===== config.mk =====
export PLATFORM = sky130hd
export DESIGN_NAME = dff_mask_counter
export DESIGN_NICKNAME = d
export VERILOG_FILES = /design/src/rtl/dff_mask_counter.sv
export SDC_FILE = /design/constraint.sdc
export NUM_CORES = 1
export LEC_CHECK = 0
export BUFFER_PORTS_ARGS = -buffer_cell sky130_fd_sc_hd__buf_2
export CAP_MARGIN = 20
export CELL_PAD_IN_SITES_DETAIL_PLACEMENT = 1
export CELL_PAD_IN_SITES_GLOBAL_PLACEMENT = 2
export CORE_MARGIN = 2
export CORE_UTILIZATION = 29
export CTS_BUF_LIST = sky130_fd_sc_hd__clkbuf_16
export CTS_CLUSTER_SIZE = 25
export DETAILED_ROUTE_END_ITERATION = 12
export PLACE_DENSITY_LB_ADDON = 0.1
export REMOVE_ABC_BUFFERS = 1
export SLEW_MARGIN = 20
export SYNTH_ARGS = -nofsm -noshare
export SYNTH_HDL_FRONTEND = slang
export SYNTH_SLANG_ARGS = --single-unit

===== constraint.sdc =====
create_clock -name clk -period 4.75 [get_ports clk]
set_clock_uncertainty 0.1 [all_clocks]
set_input_delay 1.425 -clock clk [delete_from_list [all_inputs] [get_ports clk]]
set_output_delay 1.425 -clock clk [all_outputs]
set_load 0.01 [all_outputs]

===== src/rtl/dff_mask_counter.sv =====
// Up/down counter with async reset, masked synchronous clear, parallel load,
// programmable modulo, wrap/saturate mode, a wrap pulse and a sticky overflow flag.
// Optional snapshot register is enabled with `define DFF_MASK_COUNTER_SNAP_EN.
module dff_mask_counter #(
    parameter int               WIDTH    = 8,
    parameter logic [WIDTH-1:0] CLR_MASK = WIDTH'(8'h0F),
    parameter longint           MODULO   = 0,
    parameter int               SATURATE = 0
) (
    input  logic             clk,
    input  logic             rst,
    input  logic             en,
    input  logic             up,
    input  logic             clr,
    input  logic             ld,
    input  logic [WIDTH-1:0] d,
    input  logic             snap,
    output logic [WIDTH-1:0] q,
    output logic             wrap,
    output logic             ovf,
    output logic [WIDTH-1:0] snap_q
);

    localparam logic [WIDTH-1:0] TOP = (MODULO == 0) ? {WIDTH{1'b1}} : WIDTH'(MODULO - 1);
    localparam logic [WIDTH-1:0] ONE = {{(WIDTH-1){1'b0}}, 1'b1};
    // Clamping is only needed when the range is narrower than the full WIDTH-bit space.
    localparam bit CLAMP = (MODULO != 0) && (MODULO < (longint'(1) << WIDTH));

    logic [WIDTH-1:0] clr_raw;
    logic [WIDTH-1:0] clr_val;
    logic [WIDTH-1:0] ld_val;

    assign clr_raw = q & ~CLR_MASK;

    generate
        if (CLAMP) begin : g_clamp
            assign clr_val = (clr_raw > TOP) ? TOP : clr_raw;
            assign ld_val  = (d > TOP) ? TOP : d;
        end else begin : g_noclamp
            assign clr_val = clr_raw;
            assign ld_val  = d;
        end
    endgenerate

    always_ff @(posedge clk or posedge rst) begin
        if (rst) begin
            q    <= '0;
            wrap <= 1'b0;
            ovf  <= 1'b0;
        end else if (clr) begin
            q    <= clr_val;
            wrap <= 1'b0;
            ovf  <= 1'b0;
        end else if (ld) begin
            q    <= ld_val;
            wrap <= 1'b0;
        end else if (en) begin
            if (up) begin
                if (q == TOP) begin
                    q    <= (SATURATE != 0) ? q : '0;
                    wrap <= 1'b1;
                    ovf  <= 1'b1;
                end else begin
                    q    <= q + ONE;
                    wrap <= 1'b0;
                end
            end else begin
                if (q == '0) begin
                    q    <= (SATURATE != 0) ? q : TOP;
                    wrap <= 1'b1;
                    ovf  <= 1'b1;
                end else begin
                    q    <= q - ONE;
                    wrap <= 1'b0;
                end
            end
        end else begin
            wrap <= 1'b0;
        end
    end

`ifdef DFF_MASK_COUNTER_SNAP_EN
    // Captures the pre-update value, independent of clr/ld/en.
    always_ff @(posedge clk or posedge rst) begin
        if (rst) begin
            snap_q <= '0;
        end else if (snap) begin
            snap_q <= q;
        end
    end
`else
    logic unused_snap;
    assign unused_snap = snap;
    assign snap_q      = '0;
`endif

endmodule

==> out/qor.yml <==
clocking:
  cts-htree-levels: 1
  path_clk_slew_ns: 0.05
  cts-root-buf: "clkbuf_16"
  post_cts_buffers: 0
  clock_path_buffers: 2
  clkLatencyLatePin_ns: 0.24
  cts_resized: 0
  postCtsHoldBufs: 0
  cts_tree: "yes"
  cts_buffers: 3
  clkSinkCount: 10
grt:
  grt_pass1_vias: 1112
  grt_util_met3: 0.0229
  grt_pass1_wl_mm: 5.55
  grt.total_usage: 0.174
  use_met2: 0.273
  use_met1: 0.245
  busiest_layer: "met2"
  grt_max_degree: 19
  antenna_found_initial: 0
  grt-ovfl-total: 0
yosys:
  synth_ff_type: "dfrtp_1"
  ys_top_cells_by_count: "17 x nor2_1, 12 x nand2_1, 11 x a21oi_1, 11 x buf_4, 10 x dfrtp_1"
  synth_area_leaders: "dfrtp_1 24%, buf_4 8.0%, nor2_1 6.1%"
  avgSynthCellArea_um2: 7.37
  yosysUniqueCellTypes: 45
  synth_edf_count: 0
  synth_top_area_cell: "dfrtp_1"
  yosys_warnings: 0
  async_reset_ff_frac: 1.00
  synth_area_um2: 1040
  ys_ff_latch: 10
  synth.top_cell.area_share: 0.241
  yosysMostFrequentCell: "nor2_1"
  ys_seq_area_frac: 0.241
  syn_inst: 141
timing:
  timing.setup.tns_ns: 0
  fin_crit_ns: 2.66
  worst_pin_slew_ns: 0.523
  slew_headroom: 0.651
  setup_viol: 0
  max_freq_mhz: 376
  drv_slew: 0
  period_share: 0.560
  hold_viol: 0
  rsz0062_at_grt: "no"
detailed_routing:
  drc: 0
  drt_iter0_markers: 62
  drtPass1Iterations: 4
  routed_wl_mm: 3.28
  wl_per_cell_um: 16.2
  vias_per_cell: 5.35
  final_antenna_net_count: 0
  dr_total_vias: 1081
die:
  die_area_um2: 4080
  io_pins: 33
  num_rows: 21
  core_um2: 3390
  die_w_um: 63.8
  start_util: 0.306
  die_h_um: 63.8
final_layout:
  antenna_cells: 0
  seq_area_um2: 250
  stdcell_area_um2: 1200
  nFillCells: 437
  syn_to_final_growth_pct: 15.3
  fin_nets: 175
  multi_input_area_um2: 666
  drive_above_1_share: 0.212
flow_run:
  maxCapViolCount: 0
power_and_ir_drop:
  peakVddDrop_v: 0.000120
  leakagePower_nw: 0.527
  powerDensity_nw_per_um2: 327
placement:
  place_area_um2: 1120
  io_buffers: 23
  globalplace.congestion: 0.872
  dp_hpwl_mm: 2.43
worst_setup_path:
  cp_top_family: "flip-flops"
  critPathBufInv: 1
  arrival_ns: 1.13
  crit_path_top_delay_cell: "dfrtp_1"
  critPathMaxStageDelay_ns: 0.66
  start_kind: "flop"
  crit_fanout: 14
  required_ns: 3.22
  path_cells: "buf_2"
  worstSetupEndpointType: "output pin"
  reg2reg_slack_ns: 2.70
  criticalPathCategory: "reg2out"
status:
  status: "completed"
hold_path:
  hold_path.class: "reg2reg"
-- cells by family (layout without fill, tap and decap cells) --
family | after synthesis | in the layout | synth area share
and+or+nand+nor | 56 | 56 | 0.292
AOI/OAI and AO/OA | 42 | 42 | 0.266
buffers and inverters | 27 | 35 | 0.143
DFF | 10 | 10 | 0.241
adders and majority gates | 3 | 3 | 0.0361
other | 1 | 8 | 0.00361
xor gates and xnor gates | 1 | 1 | 0.00844
muxes | 1 | 1 | 0.00964
-- worst paths after layout --
path,from,to,cells past startpoint
worst max-delay path,q[2],q[2],1
worst min-delay path,ovf,ovf,2
worst max register to register,q[0],q[3],7
worst min register to register,ovf,ovf,2
max in group asynchronous,rst,q[5],2
min in group asynchronous,rst,q[2],2
-- final cells by class --
type	count	area share
Clock inverter	1	0.00313
Inverter	8	0.0251
Multi-Input combinational cell	111	0.556
Clock buffer	3	0.0627
Sequential cell	10	0.209
Timing Repair Buffer	23	0.0961
Tap cell	46	0.0481
-- flip-flops by register name, indices dropped and copies added (netlist names) --
name	flops
q	8
ovf	1
wrap	1
-- worst reg2reg max path, cell delays in order (launching register included) --
cell       delay (ns)
dfrtp_1          0.54
inv_1            0.16
ha_1             0.26
nor3b_1          0.17
nand2_1          0.13
a31oi_1          0.10
a2111oi_2        0.36
o21ai_1          0.11
-- where the power goes --
| part | internal, mW | switching (mW) |
|---|---|---|
| Sequential | 0.0959 | 0.0330 |
| Clock | 0.111 | 0.0454 |
| Combinational | 0.0460 | 0.0608 |
| Total | 0.253 | 0.139 |
-- metrics by stage --
step | utilization | hold slack, ns | std cells | setup slack [ns] | total power [mW]
floorplan | - | 0.421 | 129 | 2.35 | 0.191
CTS | 0.353 | 0.392 | 202 | 2.10 | 0.393
finish | 0.353 | 0.383 | 202 | 2.09 | 0.392
detailed placement | 0.330 | 0.381 | 198 | 2.00 | 0.236
global route | 0.353 | 0.429 | 202 | 2.02 | 0.419
global placement | 0.330 | 0.365 | 198 | 2.00 | 0.234
-- cells in the final DEF (no fill, tap or decap), types with 2 or more instances in the layout --
cell,n
clkbuf_16,3
a211oi_1,2
inv_1,8
o21ai_1,3
nor3_1,6
or2_2,2
dfrtp_1,10
or3_1,2
conb_1,8
nand2_1,12
a31oi_1,5
and4_4,2
nor4_1,2
nand2b_1,4
ha_1,3
nor2_1,17
buf_2,23
a21oi_1,11
nand3_1,2
o21ai_0,7
-- routing by layer --
metal / vias to the layer above / part of all wire
met5: - / 0
met4: 0 / 0.012
met3: 5 / 0.037
met2: 25 / 0.47
met1: 532 / 0.49
li1: 519 / -
No activity file was read; power rests on OpenSTA's default activity.
